[config.mk]
export PLATFORM = sky130hd
export DESIGN_NAME = mem_intv_delay_buffer
export DESIGN_NICKNAME = d
export VERILOG_FILES = /design/src/rtl/mem_intv_delay_buffer.sv
export SDC_FILE = /design/constraint.sdc
export NUM_CORES = 1
export LEC_CHECK = 0
export CAP_MARGIN = 25
export CORE_MARGIN = 2
export CORE_UTILIZATION = 40
export CTS_CLUSTER_DIAMETER = 120
export DETAILED_ROUTE_END_ITERATION = 6
export PLACE_DENSITY = 0.67
export RECOVER_POWER = 100
export SLEW_MARGIN = 0
export SYNTH_ARGS = -nofsm -noshare
export SYNTH_HDL_FRONTEND = slang
export SYNTH_SLANG_ARGS = --single-unit
export TNS_END_PERCENT = 1
[constraint.sdc]
create_clock -name clk -period 5.6 [get_ports clk]
set_input_delay 0.84 -clock clk [delete_from_list [all_inputs] [get_ports clk]]
set_output_delay 0.84 -clock clk [all_outputs]
set_load 0.05 [all_outputs]
[src/rtl/mem_intv_delay_buffer.sv]
// -----------------------------------------------------------------------------
// mem_intv_delay_buffer
//
// Valid/ready stream buffer that sits between a processor memory port and the
// test memory. It is a circular FIFO that also enforces a minimum spacing of
// p_intv_delay cycles between outgoing (send) handshakes. Use one instance per
// direction (request path, response path).
//
// Parameters
//   p_msg_bits   : payload width (opaque to this block)
//   p_depth      : number of buffer entries, 1..16
//   p_intv_delay : minimum cycles between send handshakes, 1..255
//
// Ports
//   clk          : clock, all state updates on the rising edge
//   rst_n        : asynchronous active-low reset
//   recv_msg     : incoming message
//   recv_val     : incoming message valid
//   recv_rdy     : buffer has a free entry
//   send_msg     : oldest buffered message (don't-care when empty)
//   send_val     : a message is buffered and the send interval has elapsed
//   send_rdy     : consumer accepts send_msg
//   num_entries  : current occupancy
// -----------------------------------------------------------------------------
module mem_intv_delay_buffer #(
  parameter int p_msg_bits   = 32,
  parameter int p_depth      = 2,
  parameter int p_intv_delay = 1
) (
  input  logic                               clk,
  input  logic                               rst_n,
  input  logic [p_msg_bits-1:0]              recv_msg,
  input  logic                               recv_val,
  output logic                               recv_rdy,
  output logic [p_msg_bits-1:0]              send_msg,
  output logic                               send_val,
  input  logic                               send_rdy,
  output logic [$clog2(p_depth+1)-1:0]       num_entries
);

  localparam int CNT_W = $clog2(p_depth + 1);
  localparam int PTR_W = (p_depth > 1) ? $clog2(p_depth) : 1;

  localparam logic [CNT_W-1:0] FULL_CNT    = CNT_W'(p_depth);
  localparam logic [PTR_W-1:0] LAST_PTR    = PTR_W'(p_depth - 1);
  localparam logic [7:0]       ICNT_RELOAD = 8'(p_intv_delay - 1);

  // Entry storage is deliberately not reset; occupancy tracking makes stale
  // contents invisible.
  logic [p_msg_bits-1:0] mem [p_depth];

  logic [PTR_W-1:0] head;
  logic [PTR_W-1:0] tail;
  logic [CNT_W-1:0] count;
  logic [7:0]       icnt;

  logic recv_fire;
  logic send_fire;

  // Pointers wrap explicitly so non-power-of-two depths work.
  function automatic logic [PTR_W-1:0] ptr_next(input logic [PTR_W-1:0] p);
    return (p == LAST_PTR) ? '0 : p + 1'b1;
  endfunction

  // recv_rdy depends only on registered occupancy, so there is no
  // combinational path from send_rdy; a full buffer refuses a message even
  // in a cycle where it also sends.
  assign recv_rdy    = (count != FULL_CNT);
  assign send_val    = (count != '0) && (icnt == 8'd0);
  assign send_msg    = mem[head];
  assign num_entries = count;

  assign recv_fire = recv_val && recv_rdy;
  assign send_fire = send_val && send_rdy;

  always_ff @(posedge clk) begin
    if (recv_fire) begin
      mem[tail] <= recv_msg;
    end
  end

  always_ff @(posedge clk or negedge rst_n) begin
    if (!rst_n) begin
      head  <= '0;
      tail  <= '0;
      count <= '0;
      icnt  <= 8'd0;
    end else begin
      if (recv_fire) begin
        tail <= ptr_next(tail);
      end
      if (send_fire) begin
        head <= ptr_next(head);
      end

      case ({recv_fire, send_fire})
        2'b10:   count <= count + 1'b1;
        2'b01:   count <= count - 1'b1;
        default: count <= count;
      endcase

      // The interval is measured from the last send handshake and keeps
      // counting down while empty, so a late arrival is not delayed further.
      if (send_fire) begin
        icnt <= ICNT_RELOAD;
      end else if (icnt != 8'd0) begin
        icnt <= icnt - 8'd1;
      end
    end
  end

endmodule

---- Yosys cells after proc, flatten, opt, wreduce, memory -nomap -nowiden ----
Memories as Yosys holds them, arrays and structs flattened.
Cells that the tools add are included.
cells by class
  add/sub/neg operators ................... 5
  equality and inequality tests ........... 3
  muxes and demuxes ....................... 7
  reduce and logical (&&, ||, !) cells .... 8
operator list
  kind                                                 count
  2-to-1 mux 8 bit                                     2
  zero test 8 bit                                      1
  nonzero test 8 bit                                   1
  subtractor 8 x 1 -> 8 bit, second input constant     1
  nonzero test 2 bit                                   3
  2-to-1 mux 1 bit                                     4
  case mux 2 bit (2 select lines)                      1
  logical AND 1 bit                                    3
  adder 1 bit, second input constant                   2
  adder 2 x 1 -> 2 bit, second input constant          1
  equality test 2 x 1 -> 1 bit, second input constant  1
  equality test 2 bit, second input constant           1
  != test 2 bit, second input constant                 1
  subtractor 2 x 1 -> 2 bit, second input constant     1
word-level totals
  register bits after elaboration ......... 12
  bits in writable memories ............... 64
  bits of input ports ..................... 36
  output and inout bits ................... 36
  memories kept ........................... 1
memories
  memory  words  bits a word  rd ports  clocked after Yosys merged registers in  write ports  line  RTL
  mem     2      32           1         0                                        1            50    logic [p_msg_bits-1:0] mem [p_depth];

---- Longest topological paths before layout ----
Gate-level depths: netlist of the first run.
  depth after elaboration ................. 5
  gate-level depth with buffers ........... 8
  depth with buffers taken out ............ 8

---- Least setup slack after synthesis of the first run ----
OpenSTA, ideal clock, no wires.
  kind .................................... register to register
  from .................................... reg count[0], in the netlist num_entries[0]
  to ...................................... mem mem[0][0] (enable)
  arrival time ............................ 2.813 ns
  path slack .............................. 2.366 ns
  stages on the path, launching flop included .. 4
  path buffers ............................ 0
  period minus slack after synthesis ...... 3.234 ns
  cells stage by stage .................... dfrtp_1 > nand2b_1 > nand2_1 > nor2_1
on the way
  word-level cells in the longest chain between the ends .. 4
ends and longest elaborated chain
  element                                 line  RTL
  from (decl)                             54    logic [CNT_W-1:0] count;
  from (signal assigned)                  97    2'b10: count <= count + 1'b1;
  from (signal assigned)                  98    2'b01: count <= count - 1'b1;
  from (signal assigned)                  99    default: count <= count;
  != test 2 bit                           68    assign recv_rdy = (count != FULL_CNT);
  named net recv_rdy                      34    output logic recv_rdy,
  logical AND 1 bit                       73    assign recv_fire = recv_val && recv_rdy;
  2-to-1 mux 1 bit                        77    if (recv_fire) begin
  2-to-1 mux 1 bit (implied by the code)  78    mem[tail] <= recv_msg;
  to (decl)                               50
The timed path passes the listed nets, and every way through them passes these cells.

---- Final worst setup path of the first run ----
  from .................................... reg head
  to ...................................... out send_msg[17]
on the way
  word-level cells in the longest chain between the ends .. 1
ends and longest elaborated chain
  element                   line  RTL
  from (decl)               52    logic [PTR_W-1:0] head;
  from (signal assigned)    93    head <= ptr_next(head);
  memory read (2 x 32 bit)  --
  to (decl)                 35    output logic [p_msg_bits-1:0] send_msg,
Every way passes these cells.

==> impl_summary.log, run 1 <==
[metrics] Reg2Reg Launch Point: num_entries[0]
[metrics] count of synthesis-stage warnings from yosys: 0
[metrics] FMAX: about 250 MHz
[metrics] residual overflow from global routing: 0
[metrics] max-capacitance violation count: 2
[metrics] insertion delay of the later-clocked pin in the worst-skew pair: about 340 ps
[metrics] vias in the first global route: 1531
[metrics] final-layout worst hold slack: roughly 500 ps
[metrics] proportion of synthesized chip area in sequential cells: between 70% and 80%
[metrics] Post-CTS Repair Setup Buffers: 0
[metrics] synthesis-stage register bit count: 76
[metrics] pre-CTS setup slack: 2430 ps
[metrics] routed length per placed instance: 14.1 um
[metrics] largest cells by area after synthesis: edfxtp_1, mux2_1, dfrtp_1, xnor2_1, mux2_2
[metrics] Die X-Extent: 89.5 um
[metrics] number of antenna violations at the first check in global routing: 0
[metrics] antenna cell count: 0
[metrics] violated checks: capacitance limit, slew limit
[metrics] PnR worst setup slack: approximately 1600 ps
[metrics] Design Area, Final: 3890 um^2
[metrics] Layout area overhead: 33.1%
[metrics] Post-Route Setup TNS: 0 ps
[metrics] number of buffer cells added on primary ports: 71
[metrics] critical path data required time: 4760 ps
[metrics] DRT iter0 DRCs: roughly 90
[metrics] area of combinational cells with multiple inputs: 652 um^2
[metrics] cell class contributing the biggest share of worst-path delay: buffers and inverters
[metrics] worst-margin pin slew: 2800 ps
[metrics] library cell used as clock root buffer: clkbuf_8
[metrics] sort of element at the end of the critical path: primary output
[metrics] initial cell density of the core: around two fifths
[metrics] cell depth of the worst min-delay path: 1
[metrics] Worst path max stage delay: 920 ps
[metrics] final core utilization: between 50% and 60%
[metrics] wire length of the first global-routing pass: 7430 um
[metrics] post-layout total power: 2.05 mW
[metrics] final hold violations: 0
[metrics] number of nets in the layout: 275
[metrics] Worst Setup Path Type: register to primary output
[metrics] height of the die: 89.5 um
[metrics] number of nets in the synthesized netlist: 195
[metrics] EDFF count, synth: 64
[metrics] top library cells by usage in the layout, fill and taps aside: dlygate4sd3_1, edfxtp_1, mux2_1, dfrtp_1, clkbuf_8
[metrics] global placement routability congestion: 0.781
[metrics] Cell variety after synth: 29
[metrics] master of the slowest instance on the critical path: clkbuf_1
[metrics] async set-or-reset flop fraction in the synthesized netlist: 15.8%
[metrics] DRC violations left: 0
[metrics] Peak supply drop: 0.000267 V
[metrics] Most used DFF post-synth: edfxtp_1
[metrics] crit path launch type: register
[metrics] number of top-level pins: slightly above 70
[metrics] gate count after technology mapping: roughly 160
[metrics] Post-Layout Cell Count: around 340
[metrics] WP buf/inv: 2
[metrics] start point of the worst hold path: tail
[metrics] Hold Crit Class: register to register
[metrics] First-pass DRT Iterations: 4
[metrics] leakage: 1.40 nW
[metrics] number of clock sinks: 76
[metrics] number of cell instances on the worst register-to-register path: 3
[metrics] flop-to-flop setup slack: 2350 ps
[metrics] hold_buf cts: 0
[metrics] Row Count: 31
[metrics] Worst Path Arrival: 3160 ps
[metrics] clock input transition at the sequential cells of the worst setup and hold paths: ~70 ps
[metrics] area of the die: 8020 um^2
[metrics] worst setup skew after layout: around 4.0 ps
[metrics] placed inst area: 3760 um^2
[metrics] endpoints failing setup: 0
[metrics] Post-DRT Antenna Nets: 0
[metrics] clk buf depth: 2
[metrics] Syn Area/Cell: 18.6 um^2
[metrics] area share of the leading cell type in the synthesized netlist: 65.7%
[metrics] total count of max-transition violations in the final report: 66
[metrics] worst path cell trace: clkbuf_1 -> mux2_1 -> dlygate4sd3_1
[metrics] launch point of the worst path: head
[metrics] CTS tree: built
[metrics] Resized Gates After CTS: 0
[metrics] placed cell count: 325
[metrics] setup repair after global routing missed its margin: no
[metrics] power density relative to cell area: 526 nW/um^2
[metrics] TritonCTS Buffers: 9
[metrics] Sequential Area: between 2000 and 2500 um^2
[metrics] Placeable Area: 7180 um^2
[metrics] via density per instance: 4.67
[metrics] vias after detailed routing: 1592
[metrics] share of the clock period used by the worst path after layout: 71.5%
[metrics] area of the mapped netlist: 2930 um^2
[metrics] Final min period: 4000 ps
[metrics] total track usage: between 10 and 15%
[metrics] Max FO, Critical Path: 20
[metrics] Max-Slew Margin vs Limit: -87.1%
[metrics] proportion of layout cells with a drive suffix above 1: 7.44%
[metrics] largest net degree at the start of global routing: 33
[metrics] Final Routed Wirelength: 4810 um
[metrics] fillers: 595
[metrics] library cell occupying the most area in the post-synthesis netlist: edfxtp_1
[metrics] endpoint of the lowest-slack register-to-register path: mem[0][29]
[metrics] outcome: complete, but fails checks
[metrics] DP Wirelength: roughly 3100 um
[metrics] Hold Crit Endpoint: tail
[metrics] most common library cell in the layout ignoring fill and taps: dlygate4sd3_1
[metrics] depth of the CTS H-tree: 3
registers in the layout, summed over array words and instances, names as in the netlist:
signal,count
head,1
icnt,8
mem,64
num_entries,2
tail,1
final cells by class:
type	count	area share, %
flip-flops and latches	76	57.1
well taps	99	3.18
multi-input cells	74	16.7
clock inverters	6	1.03
inverters	3	0.289
repair buffers	73	18.4
clock buffers	10	3.28
cell families after synthesis:
kind of cell             after synthesis  share of synthesized area (%)
XOR/XNOR                               6                           1.80
buffers and inverters                  7                           1.03
AND/OR/NAND/NOR                       22                           4.92
adder cells (fa/ha/maj)                2                          0.855
AO/OA/AOI/OAI                          7                           1.28
multiplexers                          37                           14.2
flip-flops                            76                           75.9
how the worst max path moves through the flow:
stage	slack, ps	depth (start not counted)	to
detailed placement	2430	6	send_val
floorplan	2370	3	mem[0][0]
global route	1390	3	send_msg[0]
global placement	2530	6	send_val
finish	1600	3	send_msg[17]
CTS	2040	6	send_val
worst register-to-register path, stage by stage, from the launching register on:
cell	delay [ps]
dfrtp_1	460
nand2b_1	160
nand2_1	110
nor2_1	2050
Yosys cell counts (2+ instances only):
cell type / count
a21oi_1: 3
buf_2: 3
dfrtp_1: 12
edfxtp_1: 64
ha_1: 2
inv_1: 3
mux2_1: 33
mux2_2: 3
nand2_1: 4
nand4_1: 2
nor2_1: 4
nor3_1: 2
o21ai_1: 2
xnor2_1: 4
xor2_1: 2
power by group:
group	internal [mW]	switching, mW
Clock	0.160	0.199
Sequential	0.762	0.0521
Combinational	0.271	0.605
Total	1.19	0.856
layer usage:
| metal | vias up | part of all wire [%] | routed length (um) | track usage, % |
|---|---|---|---|---|
| met5 | - | 0 | 0 | 0 |
| met2 | 52 | 46 | 2210 | 20.1 |
| li1 | 760 | - | - | - |
| met3 | 8 | 7.9 | 381 | 4.43 |
| met4 | 0 | 2.1 | 101 | 6.92 |
| met1 | 772 | 44 | 2120 | 15.9 |
Power figures use the tool's default switching activity.
==> inputs of run 2 (changes only) <==
Settings changed: PLACE_DENSITY 0.67 to 0.7.
Clock period 5.6 ns to 3.2 ns, I/O delays scaled along.
==> run 2 against run 1 <==
Against the previous run: register-to-register slack got worse by 1700 ps; wire length rose by 5.4%; sequential power rose by 72%; critical path type unchanged; via count rose by 1.9%; the run still ends with capacitance limit, slew limit left.
==> impl_summary.log, run 2 (same netlist as run 1, synthesis figures left out) <==
[metrics] number of top-level pins: 72 (unchanged)
[metrics] Worst Path Arrival: 2280 ps (-880 ps)
[metrics] setup repair after global routing missed its margin: no
[metrics] area of combinational cells with multiple inputs: 652 um^2 (unchanged)
[metrics] max FFs per register: 64 (unchanged)
[metrics] number of antenna violations at the first check in global routing: 0 (unchanged)
[metrics] Sequential Area: 2220 um^2 (unchanged)
[metrics] launch point of the worst path: icnt[0]
[metrics] number of buffer cells added on primary ports: 71 (unchanged)
[metrics] cell depth of the worst min-delay path: 1 (unchanged)
[metrics] total track usage: 13.9% (+0.95 points)
[metrics] start point of the worst hold path: tail
[metrics] Post-Route Setup TNS: 0 ps (unchanged)
[metrics] vias after detailed routing: 1623 (+1.9%)
[metrics] crit path launch type: register
[metrics] fillers: 573 (-3.7%)
[metrics] insertion delay of the later-clocked pin in the worst-skew pair: 350 ps (about the same)
[metrics] max-capacitance violation count: 2 (unchanged)
[metrics] DRT iter0 DRCs: 61 (-31%)
[metrics] Die X-Extent: 89.5 um (unchanged)
[metrics] number of clock sinks: 76 (unchanged)
[metrics] Worst Setup Path Type: register to primary output
[metrics] violated checks: capacitance limit, slew limit
[metrics] Max-Slew Margin vs Limit: -7.62% (+80 points)
[metrics] power density relative to cell area: 952 nW/um^2 (+81%)
[metrics] Final Routed Wirelength: 5070 um (+5.4%)
[metrics] Placeable Area: 7180 um^2 (unchanged)
[metrics] height of the die: 89.5 um (unchanged)
[metrics] via density per instance: 4.76 (+1.9%)
[metrics] worst-margin pin slew: 1610 ps (-1190 ps)
[metrics] Max FO, Critical Path: 5 (-75%)
[metrics] vias in the first global route: 1610 (+5.2%)
[metrics] Final min period: 2760 ps
[metrics] FMAX: ~360 MHz
[metrics] routed length per placed instance: 14.9 um (+5.4%)
[metrics] library cell used as clock root buffer: clkbuf_8
[metrics] antenna cell count: 0 (unchanged)
[metrics] Resized Gates After CTS: 0 (unchanged)
[metrics] Post-CTS Repair Setup Buffers: 0 (unchanged)
[metrics] master of the slowest instance on the critical path: clkbuf_1
[metrics] Post-DRT Antenna Nets: 0 (unchanged)
[metrics] endpoints failing setup: 0 (unchanged)
[metrics] global placement routability congestion: 0.818 (+4.7%)
[metrics] Layout area overhead: 35.6%
[metrics] DP Wirelength: 3330 um (+6.9%)
[metrics] number of nets in the layout: 275 (unchanged)
[metrics] sort of element at the end of the critical path: primary output
[metrics] TritonCTS Buffers: 9 (unchanged)
[metrics] Row Count: 31 (unchanged)
[metrics] number of cell instances on the worst register-to-register path: 4 (+1)
[metrics] clk buf depth: 2 (unchanged)
[metrics] worst path cell trace: inv_1 -> ha_1 -> or3b_1 -> nor2_1 -> o21a_1 -> clkbuf_1
[metrics] endpoint of the lowest-slack register-to-register path: mem[0][27]
[metrics] leakage: 1.45 nW (+3.2%)
[metrics] Hold Crit Class: register to register
[metrics] residual overflow from global routing: 0 (unchanged)
[metrics] flop-to-flop setup slack: 630 ps (-1720 ps)
[metrics] DRC violations left: 0 (unchanged)
[metrics] Hold Crit Endpoint: tail
[metrics] hold_buf cts: 0 (unchanged)
[metrics] WP buf/inv: 2 (unchanged)
[metrics] most flop-heavy register: mem
[metrics] total count of max-transition violations in the final report: 50 (-24%)
[metrics] Peak supply drop: 0.000618 V (+130%)
[metrics] most common library cell in the layout ignoring fill and taps: dlygate4sd3_1
[metrics] cell class contributing the biggest share of worst-path delay: simple AND/OR/NAND/NOR gates
[metrics] share of the clock period used by the worst path after layout: between 80% and 90%
[metrics] outcome: complete, but fails checks
[metrics] worst setup skew after layout: 9.87 ps (+5.89 ps)
[metrics] CTS tree: built
[metrics] depth of the CTS H-tree: 3 (unchanged)
[metrics] area of the die: 8020 um^2 (unchanged)
[metrics] post-layout total power: 3.78 mW (+84%)
[metrics] initial cell density of the core: 40.8% (unchanged)
[metrics] Reg2Reg Launch Point: num_entries[0]
[metrics] clock input transition at the sequential cells of the worst setup and hold paths: 70 ps (about the same)
[metrics] proportion of layout cells with a drive suffix above 1: 8.68% (+1.2 points)
[metrics] critical path data required time: 2720 ps (-2040 ps)
[metrics] wire length of the first global-routing pass: 7820 um (+5.3%)
[metrics] Worst path max stage delay: 460 ps (-460 ps)
[metrics] top library cells by usage in the layout, fill and taps aside: dlygate4sd3_1, edfxtp_1, mux2_1, dfrtp_1, clkbuf_8
[metrics] First-pass DRT Iterations: 4 (unchanged)
[metrics] largest net degree at the start of global routing: 33 (unchanged)
[metrics] final hold violations: 0 (unchanged)
[run 2: layout make-up]
type | count | share of cell area (%)
repair buffers | 73 | 18.8
clock inverters | 7 | 2.27
inverters | 3 | 0.284
multi-input cells | 74 | 16.4
flip-flops and latches | 76 | 56.0
clock buffers | 9 | 3.12
well taps | 99 | 3.12
[run 2: per-layer routing]
layer  track usage (%)  part of all wire, %  vias to the layer above
met1              16.0                   42                      796
met2              22.6                   49                       54
met3              5.26                  6.7                       10
li1                  -                    -                      763
met5                 0                    0                        -
met4              6.92                  2.2                        0
[run 2: per-stage QoR]
| stage | std cells | area (um^2) | hold slack, ps | setup WS, ps | utilization, % |
|---|---|---|---|---|---|
| CTS | 341 | 4010 | 489 | 11.1 | 55.8 |
| finish | 341 | 3970 | 497 | 436 | 55.3 |
| detailed placement | 325 | 3790 | 531 | 410 | 52.8 |
| global route | 341 | 3970 | 516 | 293 | 55.3 |
| floorplan | 157 | 2930 | 184 | 487 | - |
| global placement | 325 | 3790 | 521 | 467 | 52.8 |
[run 2: worst max path at each step]
stage / to / slack, ps / depth (start not counted)
after CTS: send_val / 10 / 6
after global placement: send_val / 470 / 6
after detailed placement: send_val / 410 / 6
after global routing: send_val / 290 / 6
final: send_val / 440 / 6
after floorplan: mem[0][0] / 490 / 3
[run 2: where the power goes]
group	total, mW	internal (mW)	leakage, nW	switching, mW
Combinational	1.59	0.501	0.587	1.09
Sequential	1.40	1.33	0.753	0.0757
Clock	0.783	0.436	0.107	0.347
[run 2: worst reg2reg max path: stages, from the launching register on]
cell and delay, ps:
dfrtp_1 470, nand2b_1 200, nand2_1 120, nor2_1 1210
buf_12 260
==> inputs of run 3 (changes only) <==
Settings changed: SETUP_SLACK_MARGIN set to 0.4, TNS_END_PERCENT 1 to 100.
==> run 3 against run 2 <==
Against the previous run: the flow still finishes with violations (capacitance limit, slew limit); via count up 0.25%; sequential share of layout area unchanged; worst hold slack about the same; critical path depth unchanged; critical endpoint unchanged.
==> impl_summary.log, run 3 (same netlist as run 1, synthesis figures left out) <==
[metrics] DP Wirelength: 3330 um (unchanged)
[metrics] antenna cell count: 0 (unchanged)
[metrics] busiest grt layer: met2
[metrics] Post-DRT Antenna Nets: 0 (unchanged)
[metrics] number of nets in the layout: 275 (unchanged)
[metrics] WP buf/inv: 2 (unchanged)
[metrics] vias in the first global route: 1610 (unchanged)
[metrics] Reg2Reg Launch Point: num_entries[0]
[metrics] Hold Crit Class: register to register
[metrics] depth of the CTS H-tree: 3 (unchanged)
[metrics] Design Area, Final: 3970 um^2 (unchanged)
[metrics] top library cells by usage in the layout, fill and taps aside: dlygate4sd3_1, edfxtp_1, mux2_1, dfrtp_1, clkbuf_8
[metrics] sort of element at the end of the critical path: primary output
[metrics] number of antenna violations at the first check in global routing: 0 (unchanged)
[metrics] Worst Path Arrival: 2290 ps (about the same)
[metrics] M3 GR Usage: 5.26% (unchanged)
[metrics] insertion delay of the later-clocked pin in the worst-skew pair: 350 ps (about the same)
[metrics] final core utilization: 55.3% (unchanged)
[metrics] TritonCTS Buffers: 9 (unchanged)
[metrics] crit path launch type: register
[metrics] library cell used as clock root buffer: clkbuf_8
[metrics] global placement routability congestion: 0.818 (unchanged)
[metrics] Max-Slew Margin vs Limit: -7.62% (about the same)
[metrics] largest net degree at the start of global routing: 33 (unchanged)
[metrics] First-pass DRT Iterations: 4 (unchanged)
[metrics] max-capacitance violation count: 2 (unchanged)
[metrics] master of the slowest instance on the critical path: clkbuf_1
[metrics] number of top-level pins: 72 (unchanged)
[metrics] Post-CTS Repair Setup Buffers: 0 (unchanged)
[metrics] Final Routed Wirelength: 5070 um (about the same)
[metrics] launch point of the worst path: icnt[0]
[metrics] total count of max-transition violations in the final report: 50 (unchanged)
[metrics] number of clock sinks: 76 (unchanged)
[metrics] proportion of layout cells with a drive suffix above 1: 8.68% (unchanged)
[metrics] height of the die: 89.5 um (unchanged)
[metrics] routed length per placed instance: 14.9 um (about the same)
[metrics] Die X-Extent: 89.5 um (unchanged)
[metrics] Sequential Area: 2220 um^2 (unchanged)
[metrics] Final min period: 2770 ps (+3.18 ps)
[metrics] power density relative to cell area: 952 nW/um^2 (about the same)
[metrics] endpoints failing setup: 0 (unchanged)
[metrics] clock input transition at the sequential cells of the worst setup and hold paths: 70 ps (about the same)
[metrics] vias after detailed routing: 1627 (+0.25%)
[metrics] met1 GRT Util: 16.0% (unchanged)
[metrics] final-layout worst hold slack: 497 ps (-0.00700 ps)
[metrics] DRT iter0 DRCs: 62 (+1.6%)
[metrics] area of the die: 8020 um^2 (unchanged)
[metrics] Layout area overhead: 35.6% (unchanged)
[metrics] residual overflow from global routing: 0 (unchanged)
[metrics] fillers: 572 (-0.17%)
[metrics] worst path cell trace: inv_1 -> ha_1 -> or3b_1 -> nor2_1 -> o21a_1 -> clkbuf_1
[metrics] via density per instance: 4.77 (+0.25%)
[metrics] CTS tree: built
[metrics] Post-Route Setup TNS: 0 ps (unchanged)
[metrics] critical path data required time: 2720 ps (about the same)
[metrics] most flop-heavy register: mem
[metrics] Row Count: 31 (unchanged)
[metrics] wire length of the first global-routing pass: 7820 um (unchanged)
[metrics] initial cell density of the core: 40.8% (unchanged)
[metrics] Max FO, Critical Path: 5 (unchanged)
[metrics] max FFs per register: 64 (unchanged)
[metrics] met2 usage: 22.6% (unchanged)
[metrics] share of the clock period used by the worst path after layout: 86.5% (+0.10 points)
[metrics] final hold violations: 0 (unchanged)
[metrics] total track usage: 13.9% (unchanged)
[metrics] violated checks: capacitance limit, slew limit
[metrics] post-layout total power: 3.78 mW (about the same)
[metrics] worst setup skew after layout: 9.86 ps (-0.00710 ps)
[metrics] FMAX: 361 MHz (-0.11%)
[metrics] placed inst area: 3790 um^2 (unchanged)
[metrics] Worst path max stage delay: 460 ps (about the same)
[metrics] most common library cell in the layout ignoring fill and taps: dlygate4sd3_1
[metrics] DRC violations left: 0 (unchanged)
[metrics] Peak supply drop: 0.000617 V (-0.16%)
[metrics] leakage: 1.45 nW (unchanged)
[metrics] clk buf depth: 2 (unchanged)
[metrics] start point of the worst hold path: tail
[metrics] setup repair after global routing missed its margin: no
[metrics] area of combinational cells with multiple inputs: 652 um^2 (unchanged)
[metrics] Placeable Area: 7180 um^2 (unchanged)
[metrics] number of buffer cells added on primary ports: 71 (unchanged)
[metrics] Worst Setup Path Type: register to primary output
[metrics] cell class contributing the biggest share of worst-path delay: simple AND/OR/NAND/NOR gates
[metrics] outcome: complete, but fails checks
[metrics] worst-margin pin slew: 1610 ps (-0.0371 ps)
[run 3: timing repair]
item	CTS	global route
setup endpoints to repair	1	1
resized for setup	3	2
hold buffers	0	0
[run 3: final timing paths]
| kind | endpoint | slack (ps) | cells after the start |
|---|---|---|---|
| max reg2reg | mem[0][27] | 640 | 4 |
| min reg2reg | tail | 500 | 1 |
| max | send_val | 430 | 6 |
| min | tail | 500 | 1 |
| min in group asynchronous | num_entries[0] | 560 | 1 |
| max in group asynchronous | tail | 2270 | 1 |
[run 3: cell type report]
| class | instances | area share [%] |
|---|---|---|
| flip-flops and latches | 76 | 56.0 |
| repair buffers | 73 | 18.8 |
| multi-input cells | 74 | 16.4 |
| clock buffers | 9 | 3.12 |
| well taps | 99 | 3.12 |
| clock inverters | 7 | 2.27 |
| inverters | 3 | 0.284 |
[run 3: per-stage QoR]
step	worst slack (ps)	cells
floorplan	487	157
global placement	467	325
detailed placement	410	325
CTS	443	341
global route	303	341
finish	433	341
[run 3: layer usage]
| layer | vias to the layer above | wire (um) |
|---|---|---|
| met4 | 0 | 109 |
| met2 | 59 | 2490 |
| met1 | 795 | 2100 |
| li1 | 763 | - |
| met5 | - | 0 |
| met3 | 10 | 367 |
[run 3: power breakdown]
part / internal [mW] / switching [mW] / total [mW]
combinational: 0.501 / 1.09 / 1.59
clock: 0.436 / 0.346 / 0.783
sequential: 1.33 / 0.0750 / 1.40
total: 2.26 / 1.51 / 3.78
[run 3: worst register-to-register path, delay by kind of cell (launching register included)]
kind / cells / cell delay [ps]
flip-flops: 1 / 470
AND/OR/NAND/NOR: 3 / 1530
buffers and inverters: 1 / 260
